--- config.mk ---
export PLATFORM = sky130hd
export DESIGN_NAME = player_motion_ctrl
export DESIGN_NICKNAME = d
export VERILOG_FILES = /design/src/rtl/player_motion_ctrl.sv
export SDC_FILE = /design/constraint.sdc
export NUM_CORES = 1
export LEC_CHECK = 0
export CAP_MARGIN = 15
export CORE_MARGIN = 5
export CORE_UTILIZATION = 46
export DETAILED_ROUTE_END_ITERATION = 6
export HOLD_SLACK_MARGIN = 0.12
export PLACE_DENSITY_LB_ADDON = 0.1
export SYNTH_ARGS = -nofsm -noshare
export SYNTH_HDL_FRONTEND = slang
export SYNTH_SLANG_ARGS = --single-unit
--- constraint.sdc ---
create_clock -name clk -period 3.5 [get_ports clk]
set_input_delay 0.525 -clock clk [delete_from_list [all_inputs] [get_ports clk]]
set_output_delay 0.525 -clock clk [all_outputs]
set_load 0.01 [all_outputs]
--- src/rtl/player_motion_ctrl.sv ---
// player_motion_ctrl: position, walk/jump/gravity and facing for one fighter.
// All motion registers update once per frame on a one-cycle strobe derived
// from the scan counters during vertical blanking.
module player_motion_ctrl #(
  parameter int unsigned X_MIN      = 0,
  parameter int unsigned X_MAX      = 512,
  parameter int unsigned X_START    = 64,
  parameter int unsigned GROUND_Y   = 266,
  parameter int unsigned WALK_SPEED = 4,
  parameter int unsigned JUMP_V     = 14,
  parameter int unsigned GRAVITY    = 1,
  parameter int unsigned TICK_LINE  = 481
) (
  input  logic       clk,
  input  logic       rst,
  input  logic [9:0] hCount,
  input  logic [9:0] vCount,
  input  logic       btn_left,
  input  logic       btn_right,
  input  logic       btn_jump,
  output logic [9:0] player_x,
  output logic [9:0] player_y,
  output logic [1:0] move_state,
  output logic       facing_right,
  output logic       frame_tick
);

  typedef enum logic [1:0] {
    IDLE = 2'd0,
    WALK = 2'd1,
    RISE = 2'd2,
    FALL = 2'd3
  } state_t;

  localparam logic [9:0]         X_MIN_V   = 10'(X_MIN);
  localparam logic [9:0]         X_MAX_V   = 10'(X_MAX);
  localparam logic [9:0]         X_START_V = 10'(X_START);
  localparam logic [9:0]         GROUND_V  = 10'(GROUND_Y);
  localparam logic [9:0]         STEP_V    = 10'(WALK_SPEED);
  localparam logic [9:0]         TICK_V    = 10'(TICK_LINE);
  localparam logic [9:0]         Y_LAUNCH  = 10'(GROUND_Y - JUMP_V);
  localparam logic [10:0]        X_LO_LIM  = 11'(X_MIN + WALK_SPEED);
  localparam logic [10:0]        X_HI_LIM  = 11'(X_MAX - WALK_SPEED);
  localparam logic signed [10:0] GROUND_S  = 11'(GROUND_Y);
  localparam logic signed [6:0]  GRAV7     = 7'(GRAVITY);
  localparam logic signed [7:0]  GRAV8     = 8'(GRAVITY);
  localparam logic signed [7:0]  VY_CAP    = 8'sd63;
  // The launch frame is itself the first rise step: the sprite moves up by
  // JUMP_V and gravity is already applied to the velocity on that tick.
  localparam logic signed [6:0]  VY_LAUNCH = 7'(GRAVITY) - 7'(JUMP_V);

  state_t             state, state_nxt;
  logic [9:0]         x_q, x_nxt;
  logic [9:0]         y_q, y_nxt;
  logic signed [6:0]  vy, vy_nxt;
  logic               facing_q, facing_nxt;
  logic               match_q, match_d, tick_q;
  logic               jump_q, jump_pending;
  logic               go_left, go_right, walking;
  logic signed [10:0] y_sum;
  logic signed [6:0]  vy_rise;
  logic signed [7:0]  vy_fall;

  // Frame strobe from the held scan position, plus jump press latch.
  always_ff @(posedge clk or posedge rst) begin
    if (rst) begin
      match_q      <= 1'b0;
      match_d      <= 1'b0;
      tick_q       <= 1'b0;
      jump_q       <= 1'b0;
      jump_pending <= 1'b0;
    end else begin
      match_q <= (hCount == '0) && (vCount == TICK_V);
      match_d <= match_q;
      tick_q  <= match_q & ~match_d;
      jump_q  <= btn_jump;
      if (tick_q)
        jump_pending <= 1'b0;
      else if (btn_jump && !jump_q)
        jump_pending <= 1'b1;
    end
  end

  // State register: motion registers advance only on the frame tick.
  always_ff @(posedge clk or posedge rst) begin
    if (rst) begin
      state    <= IDLE;
      x_q      <= X_START_V;
      y_q      <= GROUND_V;
      vy       <= '0;
      facing_q <= 1'b1;
    end else if (tick_q) begin
      state    <= state_nxt;
      x_q      <= x_nxt;
      y_q      <= y_nxt;
      vy       <= vy_nxt;
      facing_q <= facing_nxt;
    end
  end

  // Next-state: horizontal walk with saturation, vertical jump/gravity FSM.
  always_comb begin
    go_left    = btn_left & ~btn_right;
    go_right   = btn_right & ~btn_left;
    walking    = go_left | go_right;
    y_sum      = $signed({1'b0, y_q}) + 11'(vy);
    vy_rise    = vy + GRAV7;
    vy_fall    = $signed({vy[6], vy}) + GRAV8;
    state_nxt  = state;
    x_nxt      = x_q;
    y_nxt      = y_q;
    vy_nxt     = vy;
    facing_nxt = facing_q;

    if (go_left) begin
      x_nxt      = ({1'b0, x_q} < X_LO_LIM) ? X_MIN_V : x_q - STEP_V;
      facing_nxt = 1'b0;
    end else if (go_right) begin
      x_nxt      = ({1'b0, x_q} > X_HI_LIM) ? X_MAX_V : x_q + STEP_V;
      facing_nxt = 1'b1;
    end

    case (state)
      IDLE, WALK: begin
        if (jump_pending) begin
          y_nxt     = Y_LAUNCH;
          vy_nxt    = VY_LAUNCH;
          state_nxt = VY_LAUNCH[6] ? RISE : FALL;
        end else begin
          y_nxt     = GROUND_V;
          vy_nxt    = '0;
          state_nxt = walking ? WALK : IDLE;
        end
      end
      RISE: begin
        if (y_sum[10]) begin
          y_nxt     = '0;
          vy_nxt    = '0;
          state_nxt = FALL;
        end else begin
          y_nxt     = y_sum[9:0];
          vy_nxt    = vy_rise;
          state_nxt = vy_rise[6] ? RISE : FALL;
        end
      end
      FALL: begin
        if (y_sum >= GROUND_S) begin
          y_nxt     = GROUND_V;
          vy_nxt    = '0;
          state_nxt = walking ? WALK : IDLE;
        end else begin
          y_nxt  = y_sum[9:0];
          vy_nxt = (vy_fall > VY_CAP) ? 7'sd63 : vy_fall[6:0];
        end
      end
      default: state_nxt = IDLE;
    endcase
  end

  // Outputs straight from registers.
  always_comb begin
    player_x     = x_q;
    player_y     = y_q;
    move_state   = state;
    facing_right = facing_q;
    frame_tick   = tick_q;
  end

endmodule

==> results of run 1 <==
## cells by family after synthesis
| logic type | Yosys count | synth area share (%) |
|---|---|---|
| fa+ha+maj | 15 | 8.04 |
| buf+inv | 30 | 5.41 |
| xor+xnor | 8 | 2.89 |
| other cells | 1 | 0.154 |
| simple gates | 96 | 20.7 |
| flops | 33 | 34.3 |
| compound gates | 100 | 28.5 |
## layout make-up
type | instances | area share (%)
inverter | 18 | 2.22
timing repair buffer | 48 | 15.6
multi-input combinational | 221 | 48.2
clock buffer | 7 | 2.83
tap | 70 | 2.87
sequential | 33 | 27.3
clock inverter | 1 | 0.986
## how the worst max path moves through the flow
stage	startpoint	endpoint	slack (ns)	cells after the start
global placement	player_y[1]	vy[1]	0.48	9
finish	player_y[1]	vy[1]	0.40	9
floorplan	player_y[1]	vy[1]	0.71	9
global route	vy[0]	player_y[5]	0.14	11
detailed placement	player_y[1]	vy[1]	0.42	9
CTS	player_y[1]	vy[1]	0.41	9
## power breakdown
| part | switching (mW) | leakage, nW | internal (mW) |
|---|---|---|---|
| clock network | 0.149 | 0.0585 | 0.232 |
| logic | 0.0284 | 0.760 | 0.0416 |
| registers | 0.00848 | 0.414 | 0.387 |
## layout by cell type, fill, tap and decap left out, drive strengths merged, types with 6 or more instances in the layout
cell type,count
o211ai,8
nand3,12
inv,18
dfrtp,28
nor2,24
nand2,22
clkbuf,7
ha,14
nor3,8
o22ai,6
clkdlybuf4s50,46
o21ai,18
a21oi,26
## state kept, by name, summed over array words and instances (netlist names)
name and flops:
facing_right 1, jump_q 1, match_d 1, player_y 10, move_state 2, jump_pending 1
match_q 1, frame_tick 1, vy 7, player_x 8
## stage by stage
step	util (%)	instances
global route	59.7	398
CTS	59.7	398
floorplan	-	284
detailed placement	57.4	390
finish	59.7	398
global placement	57.4	390
## layer usage
layer | share of wire, % | track usage (%) | vias up
li1 | - | - | 1153
met5 | 0 | 0 | -
met1 | 48 | 26.2 | 1092
met3 | 6.8 | 4.12 | 8
met2 | 44 | 30.0 | 91
met4 | 1.1 | 4.41 | 0
## critical path, stage by stage (launching register included)
cell,delay [ns]
sky130_fd_sc_hd__dfstp_2,0.54
sky130_fd_sc_hd__inv_1,0.07
sky130_fd_sc_hd__fa_1,0.46
sky130_fd_sc_hd__and2b_1,0.27
sky130_fd_sc_hd__o211ai_1,0.13
sky130_fd_sc_hd__and3_1,0.18
sky130_fd_sc_hd__or3_4,0.41
sky130_fd_sc_hd__a211o_1,0.40
sky130_fd_sc_hd__and4_1,0.26
sky130_fd_sc_hd__o32a_1,0.28
==> results by stage, run 1 <==
Detailed routing:
- The first TritonRoute pass finished after 5 iterations.
- The detail route stage leaves a number of antenna-violating nets equal to 0.
- The routed layout has 2344 vias.
- The number of vias per cell is 5.89.
- The total DRC errors in the routed layout is 0.
- The number of design-rule violations left by the first detailed-router iteration is 190.
- In the final routed layout, each cell accounts on average for 15.5 um.
- The routed design has 6.18 mm of wire.

Critical path:
- The worst path arrival time is 3.28 ns.
- The kind of start point of the critical path is a register.
- The critical-path maximum fanout is 12.
- The element type at the critical path end is a register.
- The required time at the worst-slack endpoint is 3.68 ns.
- The worst-case register-to-register setup slack is 0.40 ns.
- The type of the worst setup path is reg -> reg.
- Measured in cells, the most critical reg-to-reg path has a length of 9.
- The start of the worst register-to-register path is player_y[1].
- The endpoint of the lowest-slack register-to-register path is vy[1].

Clocking:
- Clock-pin slew was measured on the worst setup and hold paths at about 0.07 ns.
- The tree is rooted in a sky130_fd_sc_hd__clkbuf_8.
- The later pin in the worst-skew pair is clocked with a latency of 0.29 ns.
- The number of H-tree levels is 2.
- CTS saw 33 sinks.
- The number of setup buffers added after CTS is 0.
- Gates resized during post-CTS repair numbered 0.
- Counting the buffers created by CTS gives 5.
- The maximum clock path buffer count is 2.
- Hold repair after CTS inserted 0 buffers.
- TritonCTS built the clock tree.

Yosys:
- For this run, the leading register cell type out of synthesis is sky130_fd_sc_hd__dfrtp_1.
- The largest total area in the synthesized netlist belongs to sky130_fd_sc_hd__dfrtp_1.
- In this run, synthesis inferred 0 flip-flops with an integrated enable.
- The post-synthesis instance area is 2430 um2.
- The number of flip-flops and latches in the synthesized netlist is 33.
- After synthesis, the netlist uses 60 different library cells.
- Sorting the synthesized cells by how often they occur yields sky130_fd_sc_hd__dfrtp_1 (28), sky130_fd_sc_hd__a21oi_1 (26), sky130_fd_sc_hd__nor2_1 (24).
- The Yosys step of the flow raised 0 warnings.
- After synthesis, flip-flops and latches occupy 34.3% of the total area.
- Synthesis handed over a netlist of 283 instances.
- The most frequent cell after synthesis is sky130_fd_sc_hd__dfrtp_1.
- For this run, asynchronously set or reset flops after synthesis account for 100%.
- Yosys attributes the largest share of cell area to sky130_fd_sc_hd__dfrtp_1 (29%), sky130_fd_sc_hd__ha_1 (7.2%), sky130_fd_sc_hd__dfstp_2 (5.4%).
- The synthesized area divided by synthesized cell count is 8.58 um2.
- The area share of the largest cell type after synthesis is 28.9%.

Global routing:
- The overall global routing resource usage is 18.9%.
- The via count of the first global-routing pass is 2161.
- The initial antenna violation count is 0.
- The remaining global-route overflow is 0.
- Entering global routing, the biggest net connects 34 pins.
- The first global-routing pass estimated 9.98 mm of wire.

Power and ir drop:
- The peak supply drop is ~160 uV.
- In this run the static leakage power is 1.23 nW.
- The design draws 846 uW.
- Power spread over the standard cell area amounts to 278 nW/um2.

Die:
- The die outline width is 82.6 um.
- The starting density of the core is 47.5%.
- The die footprint is between 6000 and 7000 um2.
- The core region is 5110 um2.
- The floorplan has 26 rows.
- The chip height is roughly 83 um.
- Pin placement for this block handled 49 I/O pins.

Timing:
- Across the routed clock network, the largest skew measured is 0.00930 ns.
- The final number of hold-violating endpoints was 0.
- The maximum operating frequency is 0.322 GHz.
- Setup repair after global routing left no endpoint under its margin.
- Measured against its own limit, the worst slew margin works out to 54.2%.
- The final worst-path cycle share is about nine tenths.
- The max-slew violation count is 0.
- The time the worst path needs with I/O delays and setup is 3.10 ns.
- Setup total negative slack on the finished layout was measured at 0 ns.
- At the pin with the least slew margin, the transition time is 0.684 ns.
- Setup violations remaining at the end of the flow were counted as 0.
- Hold timing on the final database bottoms out at a slack of 0.369 ns.
- The post-route worst setup slack is 0.396 ns.

Finish:
- The footprint of the flip-flops and latches is 832 um2.
- In the final layout, the share of cells above drive strength 1 is about 7.0%.
- The multi-input combinational cell area is 1470 um2.
- The finished cells cover just over 3000 um2.
- At the end of the flow, the number of nets in the layout was 367.
- From synthesis to final layout, the design area changed by 25.5%.
- The number of inserted diodes is 0.
- Counting the fill cells in the layout gives 489.

Worst hold path:
- The worst hold path stage count is 0.
- In this run the worst hold path is classified as reg -> reg.
- The startpoint of the tightest hold check path is match_q.
- The worst hold endpoint is match_d.

Placement:
- The half-perimeter wire length of the detailed placement result is 4.67 mm.
- The number of buffer cells added on primary ports is 46.
- The placer congestion estimate is 0.899.
- The placement-stage cell area is slightly below 3000 um2.
- Before CTS, the worst setup slack after placement is 0.421 ns.

Run status:
- The flow ran to the end, and the final reports show no timing, DRC or antenna violations.

Flow run:
- The number of max-cap violations is 0.
No activity file was read; power rests on OpenSTA's default activity.
==> run 2, diff against run 1 <==
- clock period: 3.5 -> 4 ns (I/O delays scaled with it)
==> results by stage, run 2 (synthesis gave the netlist of run 1 again) <==
Clocking:
- The number of buffers added by the clock tree synthesis step is 5 (unchanged).
- The number of post-CTS setup repair buffers is 0 (unchanged).
- TritonCTS built the clock tree.
- The number of H-tree levels came to 2 (unchanged).
- The clock insertion delay at the later pin of the skew report is 0.28 ns (about the same).
- The clock root buffer master is sky130_fd_sc_hd__clkbuf_8.
- The number of clock sinks seen by CTS is 33 (unchanged).
- The number of hold-repair buffers added at the cts stage was 0 (unchanged).
- The clock transition at the register clock pins on the worst setup and hold paths after CTS was 0.07 ns (about the same).
- The number of gates resized after cts is 0 (unchanged).
- The maximum clock path buffer count is 2 (unchanged).

Power and ir drop:
- The power consumption is 736 uW (-13%).
- The leakage dissipation is 1.23 nW (-0.44%).
- The peak supply drop is 175 uV (+12%).
- The power density over the cells is 242 nW/um2 (-13%).

Global routing:
- The initial antenna violation count is 0 (unchanged).
- The via count of the first global-routing pass came to 2154 (-0.32%).
- The maximum number of pins on one net before global-route repair is 34 (unchanged).
- The first-pass GRT wire length came to 10.0 mm (+0.62%).
- The overall global routing resource usage is 19.0% (+0.095 points).
- The remaining global-route overflow is 0 (unchanged).

Finish:
- The filler cell count was 466 (-4.7%).
- The net total in the final layout is 366 (-0.27%).
- The footprint of the flip-flops and latches is 832 um2 (unchanged).
- Compared with the post-synthesis result, the final layout area differs by 25.2%.
- Leaving out fill and tap cells, the most frequent cells in the layout are sky130_fd_sc_hd__clkdlybuf4s50_1 (46), sky130_fd_sc_hd__dfrtp_1 (28), sky130_fd_sc_hd__a21oi_1 (26).
- The fraction of final layout cells sized beyond drive strength 1 is 6.73% (-0.28 points).
- The multi-input combinational cell area is 1470 um2 (unchanged).
- The number of flip-flops in the largest register is 10 (unchanged).
- The number of inserted diodes was 0 (unchanged).
- The commonest non-fill, non-tap cell in the layout is sky130_fd_sc_hd__clkdlybuf4s50_1.

Critical path:
- Traced cell by cell, the critical path runs through ha_1 -> inv_1 -> fa_1 -> and2b_1 -> o211ai_1 -> and3_1 -> or3_4 -> a211o_1 -> and4_1 -> o32a_1.
- The required time at the worst-slack endpoint is 4.17 ns (+0.49 ns).
- The length in cells of the worst reg-to-reg path is 10 (+1).
- The category of cells accounting for the largest share of critical-path delay is simple AND/OR/NAND/NOR gates.
- The number of logic stages on the critical path including buffering is 10 (+1).
- In this run the critical register-to-register path is captured at vy[1].
- STA classifies the critical path startpoint as a register.
- The element type at the critical path end is a register.
- The worst-case register-to-register setup slack is 0.89 ns (+0.49 ns).
- The critical-path maximum fanout is 12 (unchanged).
- The stage delay of the slowest cell on the critical path is 0.42 ns (-0.12 ns).
- On the critical path, the stage with the largest delay is an instance of sky130_fd_sc_hd__dfrtp_1.
- The type of the worst setup path is reg -> reg.
- The worst path arrival time is 3.28 ns (about the same).
- The startpoint identified for the worst register-to-register timing path is vy[0].
- The total buffers and inverters traversed by the critical path is 1 (unchanged).

Timing:
- The final number of hold-violating endpoints came to 0 (unchanged).
- The total negative setup slack is 0 ns (unchanged).
- The maximum operating frequency came to 0.321 GHz (-0.29%).
- The time the worst path needs with I/O delays and setup is 3.11 ns (+0.00904 ns).
- The count of endpoints failing setup in the final report was 0 (unchanged).
- The final worst-path cycle share was 77.8% (-11 points).
- The max-slew violation count is 0 (unchanged).
- Setup repair after global routing left no endpoint under its margin.
- The slew of the pin with the lowest slew margin is 0.701 ns (+0.0167 ns).
- The tightest slew margin relative to the limit is 53.1% (-1.1 points).
- The worst setup skew after layout came to 0.00543 ns (-0.00388 ns).

Detailed routing:
- The count of vias placed by the detailed router is 2329 (-0.64%).
- The total DRC errors in the routed layout was 0 (unchanged).
- The count of nets left with antenna violations after detail routing was 0 (unchanged).
- The routed wire length is 6.03 mm (-2.4%).
- The wire length per cell came to 15.2 um (-2.2%).
- The number of design-rule violations left by the first detailed-router iteration came to 91 (-52%).
- The length of the first detailed-routing pass in iterations is 4 (-1).
- The number of vias per cell is 5.87 (-0.39%).

Run status:
- The flow ran to the end, and the final reports show no timing, DRC or antenna violations.

Die:
- The die footprint is 6830 um2 (unchanged).
- The chip height is 82.6 um (unchanged).
- The starting density of the core is 47.5% (unchanged).
- The placeable core region is 5110 um2 (unchanged).
- The number of primary I/O pins came to 49 (unchanged).
- The die outline width came to 82.6 um (unchanged).
- The number of cell rows is 26 (unchanged).

Worst hold path:
- The worst hold path stage count was 0 (unchanged).
- The min-delay analysis places its worst path in the category reg -> reg.
- The worst hold endpoint is match_d.
- In this run the most critical hold path is launched from match_q.

Placement:
- The number of buffer cells added on primary ports is 46 (unchanged).
- The placer congestion estimate was 0.874 (-2.8%).
- The half-perimeter wire length of the detailed placement result is 4.56 mm (-2.2%).

Flow run:
- The number of max-cap violations came to 0 (unchanged).
run 2: how the worst max path moves through the flow:
stage                           start     to  slack [ns]
after global routing            vy[0]  vy[0]        0.72
final                           vy[0]  vy[1]        0.89
after global placement    player_y[1]  vy[1]        1.00
after CTS                       vy[0]  vy[1]        0.92
after floorplan           player_y[1]  vy[1]        1.21
after detailed placement        vy[0]  vy[1]        0.95
run 2: worst register-to-register path, cell delays in order, from the launching register on:
cell                       delay (ns)
sky130_fd_sc_hd__dfrtp_1         0.42
sky130_fd_sc_hd__ha_1            0.21
sky130_fd_sc_hd__inv_1           0.06
sky130_fd_sc_hd__fa_1            0.39
sky130_fd_sc_hd__and2b_1         0.28
sky130_fd_sc_hd__o211ai_1        0.13
sky130_fd_sc_hd__and3_1          0.18
sky130_fd_sc_hd__or3_4           0.41
sky130_fd_sc_hd__a211o_1         0.40
sky130_fd_sc_hd__and4_1          0.26
sky130_fd_sc_hd__o32a_1          0.27
run 2: power breakdown:
part | internal, mW | switching [mW]
combinational | 0.0363 | 0.0248
clock | 0.203 | 0.125
sequential | 0.338 | 0.00774
total | 0.578 | 0.158
run 2: final cells by class:
cell class	count	share of cell area, %
repair buffers	47	15.4
clock buffers	7	2.84
well taps	70	2.88
clock inverters	1	0.988
inverters	18	2.22
flip-flops and latches	33	27.4
multi-input cells	221	48.3
run 2: routing by layer:
metal  global-route usage, %  routed length (um)  up-vias
li1                        -                   -     1152
met1                    26.0                2890     1102
met2                    30.4                2700       68
met3                    4.77                 412        7
met4                    3.76                  25        0
met5                       0                   0        -
run 2: through the flow:
| step | utilization (%) | hold slack (ns) | area (um2) | worst slack (ns) | std cells |
|---|---|---|---|---|---|
| after floorplan | - | 0.347 | 2430 | 1.21 | 284 |
| after CTS | 59.5 | 0.373 | 3040 | 0.924 | 397 |
| after global routing | 59.5 | 0.385 | 3040 | 0.720 | 397 |
| after global placement | 57.2 | 0.354 | 2920 | 1.00 | 389 |
| after detailed placement | 57.2 | 0.357 | 2920 | 0.946 | 389 |
| final | 59.5 | 0.372 | 3040 | 0.887 | 397 |
==> run 3, diff against run 2 <==
- clock period: 4 -> 3 ns (I/O delays scaled with it)
==> results by stage, run 3 (synthesis gave the netlist of run 1 again) <==
Clocking:
- The clock insertion delay at the later pin of the skew report is 0.28 ns (about the same).
- The clock transition at the register clock pins on the worst setup and hold paths after CTS is 0.07 ns (about the same).
- The number of H-tree levels was 2 (unchanged).
- Clock tree synthesis selected as its root buffer the cell sky130_fd_sc_hd__clkbuf_8.
- The maximum clock path buffer count is 2 (unchanged).
- The number of clock sinks seen by CTS is 33 (unchanged).
- The number of buffers added by the clock tree synthesis step was 5 (unchanged).
- TritonCTS built the clock tree.
- The number of hold-repair buffers added at the cts stage is 0 (unchanged).

Detailed routing:
- The count of nets left with antenna violations after detail routing is 0 (unchanged).
- The count of vias placed by the detailed router is 2403 (+3.2%).
- The length of the first detailed-routing pass in iterations was 6 (+2).
- The routed metal-1 wirelength came to 2.99 mm (+3.6%).
- The wire length per cell is 15.7 um (+3.2%).
- The routed length on met3 is 423 um (+2.7%).
- Signal routing reaches up to met4.
- The number of vias per cell is 5.96 (+1.6%).
- The sum of met2 wire segment lengths after detailed routing is 2.88 mm (+6.7%).
- The number of design-rule violations left by the first detailed-router iteration is 183 (+100%).
- The routed wire length was 6.31 mm (+4.7%).
- The total DRC errors in the routed layout is 0 (unchanged).

Power and ir drop:
- The proportion of total power due to net switching is 23.0% (+1.6 points).
- The leakage dissipation is 1.24 nW (+1.4%).
- The fraction of power consumed by combinational cells is 9.3% (+1.0 points).
- The power consumption is 893 uW (+21%).
- The part of the total power dissipated in sequential elements is 51.7% (+4.7 points).
- The share of power burned in the clock network is 39.0% (-5.6 points).
- The cell-internal power came to 687 uW (+19%).
- The net switching power is 206 uW (+30%).
- The peak supply drop is 231 uV (+32%).
- The power density over the cells is 290 nW/um2 (+20%).

Critical path:
- The stage delay of the slowest cell on the critical path is 0.54 ns (+0.12 ns).
- The signal on the critical path passes through inv_1 -> fa_1 -> and2b_2 -> o211ai_1 -> a21oi_1 -> xnor2_1 -> a41o_1 -> a211o_1 -> buf_4 -> a31oi_1 -> o211ai_1.
- The number of logic stages on the critical path including buffering is 11 (+1).
- The required time at the worst-slack endpoint came to 3.16 ns (-1.01 ns).
- Among all stages on the critical path, the largest delay is contributed by sky130_fd_sc_hd__dfstp_2.
- The total buffers and inverters traversed by the critical path was 2 (+1).
- The length in cells of the worst reg-to-reg path is 11 (+1).
- The critical path is of the reg -> reg type.
- The worst path arrival time is 3.03 ns (-0.25 ns).
- The worst setup path is captured at a register.
- The most numerous cell type found on the critical path is sky130_fd_sc_hd__o211ai_1.
- The worst setup path is launched from a register.
- The category of cells accounting for the largest share of critical-path delay is compound AO/OA/AOI/OAI gates.
- The critical-path maximum fanout is 11 (-1).

Die:
- The die outline width was 82.6 um (unchanged).
- The number of cell rows was 26 (unchanged).
- The chip height came to 82.6 um (unchanged).
- The starting density of the core is 47.5% (unchanged).
- The placeable core region is 5110 um2 (unchanged).
- The number of primary I/O pins was 49 (unchanged).
- The die footprint was 6830 um2 (unchanged).

Global routing:
- The initial antenna violation count came to 0 (unchanged).
- The first-pass GRT wire length is 10.2 mm (+1.9%).
- The via count of the first global-routing pass is 2152 (-0.093%).
- The maximum number of pins on one net before global-route repair is 34 (unchanged).
- The remaining global-route overflow was 0 (unchanged).
- The overall global routing resource usage is 19.0% (about the same).

Finish:
- The fraction of final layout cells sized beyond drive strength 1 is 9.01% (+2.3 points).
- The commonest non-fill, non-tap cell in the layout is sky130_fd_sc_hd__clkdlybuf4s50_1.
- The net total in the final layout came to 372 (+1.6%).
- The final core area utilization came to 60.3% (+0.83 points).
- The number of inserted diodes is 0 (unchanged).
- In the layout the commonest cells are sky130_fd_sc_hd__clkdlybuf4s50_1 (46), sky130_fd_sc_hd__dfrtp_1 (28), sky130_fd_sc_hd__a21oi_1 (26).
- The filler cell count is 473 (+1.5%).
- The summed area of non-filler cells in the final layout is 3080 um2 (+1.4%).
- Relative to the synthesized area, the layout overhead comes to 27.0%.
- The number of flip-flops in the largest register was 10 (unchanged).
- The count of placed standard cells in the final layout, fillers left out came to 403 (+1.5%).

Placement:
- The placement-stage worst setup slack is 0.0468 ns (-0.899 ns).
- The placement-stage cell area is 2960 um2 (+1.3%).
- The placer congestion estimate came to 0.872 (-0.19%).
- The number of buffer cells added on primary ports was 46 (unchanged).
- The half-perimeter wire length of the detailed placement result is 4.79 mm (+5.1%).
- The number of instances in the placed design was 394 (+1.3%).

Timing:
- The final number of hold-violating endpoints is 0 (unchanged).
- The count of endpoints failing setup in the final report is 0 (unchanged).
- The maximum operating frequency is 0.349 GHz (+8.7%).
- The slew of the pin with the lowest slew margin was 0.663 ns (-0.0378 ns).
- The final worst-path cycle share came to 95.5% (+18 points).
- The post-route worst setup slack was 0.136 ns (-0.751 ns).
- The smallest hold slack is 0.371 ns (-0.000671 ns).
- The max-slew violation count came to 0 (unchanged).
- The tightest slew margin relative to the limit came to 55.6% (+2.5 points).
- Setup repair after global routing left no endpoint under its margin.
- The worst setup skew after layout is 0.00640 ns (+0.000976 ns).
- The total negative setup slack is 0 ns (unchanged).
- The time the worst path needs with I/O delays and setup is 2.86 ns (-0.249 ns).

Run status:
- The flow ran to the end, and the final reports show no timing, DRC or antenna violations.

Worst hold path:
- The worst hold path stage count is 0 (unchanged).
- The class of the worst hold path is reg -> reg.

Flow run:
- The number of max-cap violations is 0 (unchanged).
[run 3: cell count changes in the layout (fill, tap and decap cells not counted), sizes merged]
cell,delta
clkbuf,+1
buf,+6
bufinv,-1
[run 3: cell type report]
cell class                      count  area, um2  area share [%]
Clock buffer                        8       90.1            2.92
Timing Repair Buffer               53        513            16.6
Sequential cell                    33        832            27.0
Tap cell                           70       87.6            2.84
Inverter                           18       67.6            2.19
Multi-Input combinational cell    221       1490            48.4
[run 3: per-layer routing]
layer  GRT usage, %  vias up
li1               -     1158
met1           27.3     1140
met2           29.8      103
met3           3.69        2
met4           3.43        0
met5              0        -
[run 3: worst reg2reg max path: stages, from the launching register on]
cell and delay (ns):
sky130_fd_sc_hd__dfstp_2 0.54, sky130_fd_sc_hd__inv_1 0.07, sky130_fd_sc_hd__fa_1 0.45, sky130_fd_sc_hd__and2b_2 0.27, sky130_fd_sc_hd__o211ai_1 0.12, sky130_fd_sc_hd__a21oi_1 0.18, sky130_fd_sc_hd__xnor2_1 0.12, sky130_fd_sc_hd__a41o_1 0.26
sky130_fd_sc_hd__a211o_1 0.28, sky130_fd_sc_hd__buf_4 0.20, sky130_fd_sc_hd__a31oi_1 0.17, sky130_fd_sc_hd__o211ai_1 0.10
[run 3: final timing paths]
kind,start,end,slack (ns)
setup reg to reg,player_y[1],vy[5],0.14
setup / recovery,player_y[1],vy[5],0.14
hold reg to reg,match_q,match_d,0.37
max in group asynchronous,rst,player_y[8],2.09
min in group asynchronous,rst,move_state[1],0.56
hold / removal,match_q,match_d,0.37
[run 3: power by group through the flow]
stage / clock [mW] / combinational (mW) / sequential [mW]
detailed placement: 0 / 0.0834 / 0.470
global placement: 0 / 0.0822 / 0.469
global route: 0.377 / 0.0905 / 0.463
CTS: 0.354 / 0.0838 / 0.461
floorplan: 0 / 0.0313 / 0.470
finish: 0.348 / 0.0829 / 0.461
[run 3: repair_timing]
item	in CTS	in global routing
hold endpoints to repair	0	0
endpoints found under the setup margin	0	10
setup buffers	0	1
gates resized for setup	0	4
==> RTL edit 1: new RTL, settings of run 2 <==
Change the parameter `TICK_LINE` from 481 to 360.
--- a/src/rtl/player_motion_ctrl.sv
+++ b/src/rtl/player_motion_ctrl.sv
@@ -9,7 +9,7 @@
   parameter int unsigned WALK_SPEED = 4,
   parameter int unsigned JUMP_V     = 14,
   parameter int unsigned GRAVITY    = 1,
-  parameter int unsigned TICK_LINE  = 481
+  parameter int unsigned TICK_LINE  = 360
 ) (
   input  logic       clk,
   input  logic       rst,
Function: changed (a bounded check fails within 4 cycles, from zero or initial values and one cycle with rst high).
==> RTL edit 1 against run 2 <==
Worst hold slack lost 0.00088 ns. Final cell count unchanged. Count of clock-buffer cells in the layout is the same. Design area about the same. Worst setup slack got worse by 0.020 ns. Area after synthesis hardly changed. Sequential cell count stayed put. Combinational power rose by 0.7%. Total power grew 0.19%. Largest cell class unchanged. Routed wire length increased by 2.9%. Highest routed layer unchanged. Global-route usage increased by 0.17 points.
==> RTL edit 1: results (changes against run 2) <==
[placement]
dp_hpwl_mm = 4.68  ; +2.6%
placed_cells = 389  ; unchanged
post-place-ws_ns = 0.931  ; -0.0153 ns
io_buffers = 46  ; unchanged
gp_congestion = 0.868  ; -0.72%

[clock_tree]
insertion_delay_ns = 0.29
cts_resized = 0  ; unchanged
clock_path_buffers = 2  ; unchanged
root_buffer = clkbuf_8
cts_setup_buffers = 0  ; unchanged
clk_pin_slew_ns = 0.07  ; about the same
htree_levels = 2  ; unchanged
cts_buffers = 5  ; unchanged

[global_route]
grt_pass1_wl_mm = 10.3  ; +2.2%
use_met2 = 0.295  ; -0.00962
grt_max_degree = 34  ; unchanged
use_met3 = 0.0380  ; -0.00976
grt_use_met1 = 0.280  ; +0.0196
antenna_found_initial = 0  ; unchanged
track_usage = 0.192  ; +0.00169
grt_pass1_vias = 2125  ; -1.3%

[yosys]
synthArstFlopShare = 1.00  ; unchanged
synthTopCellsByArea = dfrtp_1 (29%), ha_1 (7.2%), dfstp_2 (5.4%)
seq_area_frac_synth = 0.343  ; about the same
post_synth_num_cell_types = 60  ; unchanged
synth_common_cells = dfrtp_1 (28), a21oi_1 (26), nor2_1 (25)
synth.most_common_cell = dfrtp_1
synthCells = 283  ; unchanged
yosysWarnings = 0  ; unchanged

[critical_path]
r2r_cells = 11  ; +1
r2r-start = vy[0]
r2r_end = vy[1]
critPathKind = reg2reg
worst-path-max-fanout = 12  ; unchanged
crit_path_start_kind = flop
cp.arrival_ns = 3.30  ; +0.02 ns

[routing]
wl_per_cell_um = 15.6  ; +2.9%
via_per_inst = 5.85  ; -0.21%
drt_first_pass_iters = 4  ; unchanged
drc = 0  ; unchanged
drt_iter0_drc = 132  ; +45%

[sta]
timing.hold.ws_ns = 0.371  ; -0.000880 ns
setup_slack_ns = 0.867  ; -0.0196 ns
finalClockSkew_ns = 0.00589  ; +0.000467 ns
slew-limit-headroom = 0.561  ; +0.0301

[power]
clkPwrFrac = 0.447  ; about the same
switching_power_w = 0.000159  ; +0.75%
irDropWorstVdd_mv = 0.167  ; -4.5%
power.leakage_nw = 1.23  ; +0.19%
switching_share = 0.216  ; +0.00122
comb_cell_power_w = 0.0000616  ; +0.7%

[finish]
final_cells = 397  ; unchanged
largest_register_ffs = 10  ; unchanged
antenna-diode-count = 0  ; unchanged
fillCellCount = 490  ; +5.2%
drive_gt1_frac = 0.0673  ; unchanged
nets = 366  ; unchanged

[hold_path]
hold_depth = 0  ; unchanged
hp-class = reg2reg

[outcome]
status = finished clean

[RTL edit 1: cell count changes in the layout (fill, tap and decap cells not counted), sizes merged]
| cell | before | now |
|---|---|---|
| nand2 | 22 | 21 |
| nand3 | 12 | 13 |
| nand4b | 1 | 0 |
| nor2 | 24 | 25 |
| nor3 | 8 | 7 |
| nor4bb | 0 | 1 |
[RTL edit 1: cell families (layout without fill, tap and decap cells)]
group,count (synthesis),after routing,synth area share
AOI/OAI and AO/OA,100,100,0.285
and+or+nand+nor,96,96,0.208
DFF,33,33,0.343
buffers and inverters,30,73,0.0541
adders and majority gates,15,15,0.0804
xor gates and xnor gates,8,8,0.0289
other,1,2,0.00154
[RTL edit 1: cell type report]
type                            instances  area [um^2]  area share
Tap cell                               70         87.6      0.0288
Timing Repair Buffer                   47          468       0.154
Clock buffer                            7         86.3      0.0284
Inverter                               18         67.6      0.0222
Sequential cell                        33          832       0.274
Clock inverter                          1         30.0     0.00988
Multi-Input combinational cell        221         1470       0.483
[RTL edit 1: critical path, stage by stage, from the launching register on]
cell and delay (ns):
dfrtp_1 0.42, ha_1 0.21, inv_1 0.06, fa_1 0.39, and2b_1 0.27, o211ai_1 0.12, a21oi_1 0.18, xnor2_1 0.13
a41o_1 0.27, a211o_1 0.43, and4_1 0.27, o32a_1 0.27
[RTL edit 1: metal layers]
layer | share of wire | wire, um
met5 | 0 | 0
met1 | 0.48 | 2960
met2 | 0.46 | 2840
met3 | 0.060 | 373
met4 | 0.0045 | 28
[RTL edit 1: through the flow]
step / utilization / area, um^2
after floorplan: - / 2430
after global placement: 0.573 / 2920
after detailed placement: 0.573 / 2920
after CTS: 0.595 / 3040
after global routing: 0.595 / 3040
final: 0.595 / 3040
==> RTL edit 2: new RTL, config.mk and constraints of run 2 <==
Without the edit above. Register the inputs `hCount`, `vCount`, `btn_left`, `btn_right` and `btn_jump` before use, cleared by the reset. The logic sees them one clock later.
--- a/src/rtl/player_motion_ctrl.sv
+++ b/src/rtl/player_motion_ctrl.sv
@@ -49,6 +49,28 @@
   // JUMP_V and gravity is already applied to the velocity on that tick.
   localparam logic signed [6:0]  VY_LAUNCH = 7'(GRAVITY) - 7'(JUMP_V);
 
+  logic [9:0] hCount_q;
+  logic [9:0] vCount_q;
+  logic btn_left_q;
+  logic btn_right_q;
+  logic btn_jump_q;
+
+  always_ff @(posedge clk or posedge rst) begin
+    if (rst) begin
+      hCount_q    <= '0;
+      vCount_q    <= '0;
+      btn_left_q  <= '0;
+      btn_right_q <= '0;
+      btn_jump_q  <= '0;
+    end else begin
+      hCount_q    <= hCount;
+      vCount_q    <= vCount;
+      btn_left_q  <= btn_left;
+      btn_right_q <= btn_right;
+      btn_jump_q  <= btn_jump;
+    end
+  end
+
   state_t             state, state_nxt;
   logic [9:0]         x_q, x_nxt;
   logic [9:0]         y_q, y_nxt;
@@ -70,13 +92,13 @@
       jump_q       <= 1'b0;
       jump_pending <= 1'b0;
     end else begin
-      match_q <= (hCount == '0) && (vCount == TICK_V);
+      match_q <= (hCount_q == '0) && (vCount_q == TICK_V);
       match_d <= match_q;
       tick_q  <= match_q & ~match_d;
-      jump_q  <= btn_jump;
+      jump_q  <= btn_jump_q;
       if (tick_q)
         jump_pending <= 1'b0;
-      else if (btn_jump && !jump_q)
+      else if (btn_jump_q && !jump_q)
         jump_pending <= 1'b1;
     end
   end
@@ -100,8 +122,8 @@
 
   // Next-state: horizontal walk with saturation, vertical jump/gravity FSM.
   always_comb begin
-    go_left    = btn_left & ~btn_right;
-    go_right   = btn_right & ~btn_left;
+    go_left    = btn_left_q & ~btn_right_q;
+    go_right   = btn_right_q & ~btn_left_q;
     walking    = go_left | go_right;
     y_sum      = $signed({1'b0, y_q}) + 11'(vy);
     vy_rise    = vy + GRAV7;
Check against the original RTL: not equivalent (a bounded check fails within 4 cycles, from zero or initial values and one cycle with rst high).
==> RTL edit 2 against run 2 <==
Global-route usage decreased by 3.0 points. Design area increased by 19%. Fmax decreased by 0.35%. Total power increased by 28%. First-iteration DRC count increased by 89%. Largest power group unchanged. Area after synthesis increased by 24%. Worst setup slack got worse by 0.011 ns. Largest cell class unchanged. Routed wire length increased by 11%. Sequential cell count increased by 23. Count of clock-buffer cells in the layout decreased by 2. Highest routed layer unchanged.
==> RTL edit 2: results (changes against run 2) <==
[outcome]
status = finished clean

[yosys]
synth_top_area_share = 0.424  ; +0.135
synth_common_cells = dfrtp_1 (51), nand2_1 (22), a21oi_1 (21)
synthCells = 299  ; +5.7%
post_synth_num_cell_types = 67  ; +12%
seq_area_frac_synth = 0.467  ; +0.124

[critical_path]
r2r_cells = 11  ; +1
cp_top_family = compound AO/OA/AOI/OAI gates
r2r_end = player_y[2]
cp.arrival_ns = 3.36  ; +0.08 ns
cpPeakStageDelay_ns = 0.52  ; +0.10 ns

[routing]
wl_per_cell_um = 15.9  ; +4.6%
drt_iter0_drc = 172  ; +89%
wl_mm = 6.70  ; +11%
dr_wl_met2_mm = 3.10  ; +15%

[global_route]
grt_pass1_wl_mm = 11.2  ; +11%
use_met3 = 0.0322  ; -0.0155
use_met2 = 0.260  ; -0.0449
track_usage = 0.160  ; -0.0300
grt_use_met1 = 0.217  ; -0.0426

[placement]
dp_hpwl_mm = 4.97  ; +8.8%
post-place-ws_ns = 0.923  ; -0.0235 ns
placed_area_um2 = 3530  ; +21%
placed_cells = 414  ; +6.4%
gp_congestion = 0.861  ; -1.6%

[power]
internal-power_w = 0.000728  ; +26%
irDropWorstVdd_mv = 0.219  ; +25%

[sta]
timing.hold.ws_ns = 0.383  ; +0.0115 ns
finalClockSkew_ns = 0.00825  ; +0.00282 ns
tightest_slew_ns = 0.686  ; -0.0154 ns

[finish]
nets = 384  ; +4.9%
drive_gt1_frac = 0.0899  ; +0.0226
fillCellCount = 588  ; +26%

[clock_tree]
insertion_delay_ns = 0.31  ; +0.03 ns
clk_pin_slew_ns = 0.11  ; +0.04 ns

[RTL edit 2: cell count changes after synthesis, moves of 6 or more]
| cell | change |
|---|---|
| o211ai_1 | -7 |
| nand2b_1 | +6 |
| o21ai_0 | -6 |
| nand3_1 | -8 |
| dfrtp_1 | +23 |
[RTL edit 2: power groups by stage]
stage	logic [W]	registers, W	clock network, W
after CTS	0.0000444	0.000582	0.000327
final	0.0000435	0.000581	0.000318
after global placement	0.0000439	0.000592	0
after floorplan	0.0000167	0.000592	0
after detailed placement	0.0000441	0.000593	0
after global routing	0.0000481	0.000583	0.000346
[RTL edit 2: cell families after synthesis]
family	Yosys count	synth area share
DFF	56	0.467
adders and majority gates	15	0.0648
and+or+nand+nor	97	0.172
AOI/OAI and AO/OA	96	0.235
xor gates and xnor gates	5	0.0145
buffers and inverters	28	0.0403
muxes	1	0.00498
other	1	0.00124
[RTL edit 2: final cells by class]
class,count,area (um^2),area share
sequential,56,1410,0.389
clock buffer,5,68.8,0.0190
inverter,18,67.6,0.0187
multi-input combinational,216,1490,0.411
tap,77,96.3,0.0266
timing repair buffer,47,468,0.129
clock inverter,3,22.5,0.00622
[RTL edit 2: worst register-to-register path, stage by stage, from the launching register on]
cell and delay (ns):
dfrtp_1 0.44, ha_1 0.21, inv_1 0.06, fa_1 0.39, nand2b_1 0.22, a21o_1 0.18, a311oi_1 0.33, o21a_1 0.19
a21boi_1 0.09, o31ai_4 0.52, o21ai_1 0.21, o2bb2ai_1 0.21
[RTL edit 2: how the worst min path moves through the flow]
stage,start,end,cells past startpoint
floorplan,match_q,match_d,0
global placement,btn_jump_q,jump_q,0
detailed placement,btn_jump_q,jump_q,0
CTS,btn_jump_q,jump_q,0
global route,btn_jump_q,jump_q,0
finish,match_q,match_d,0
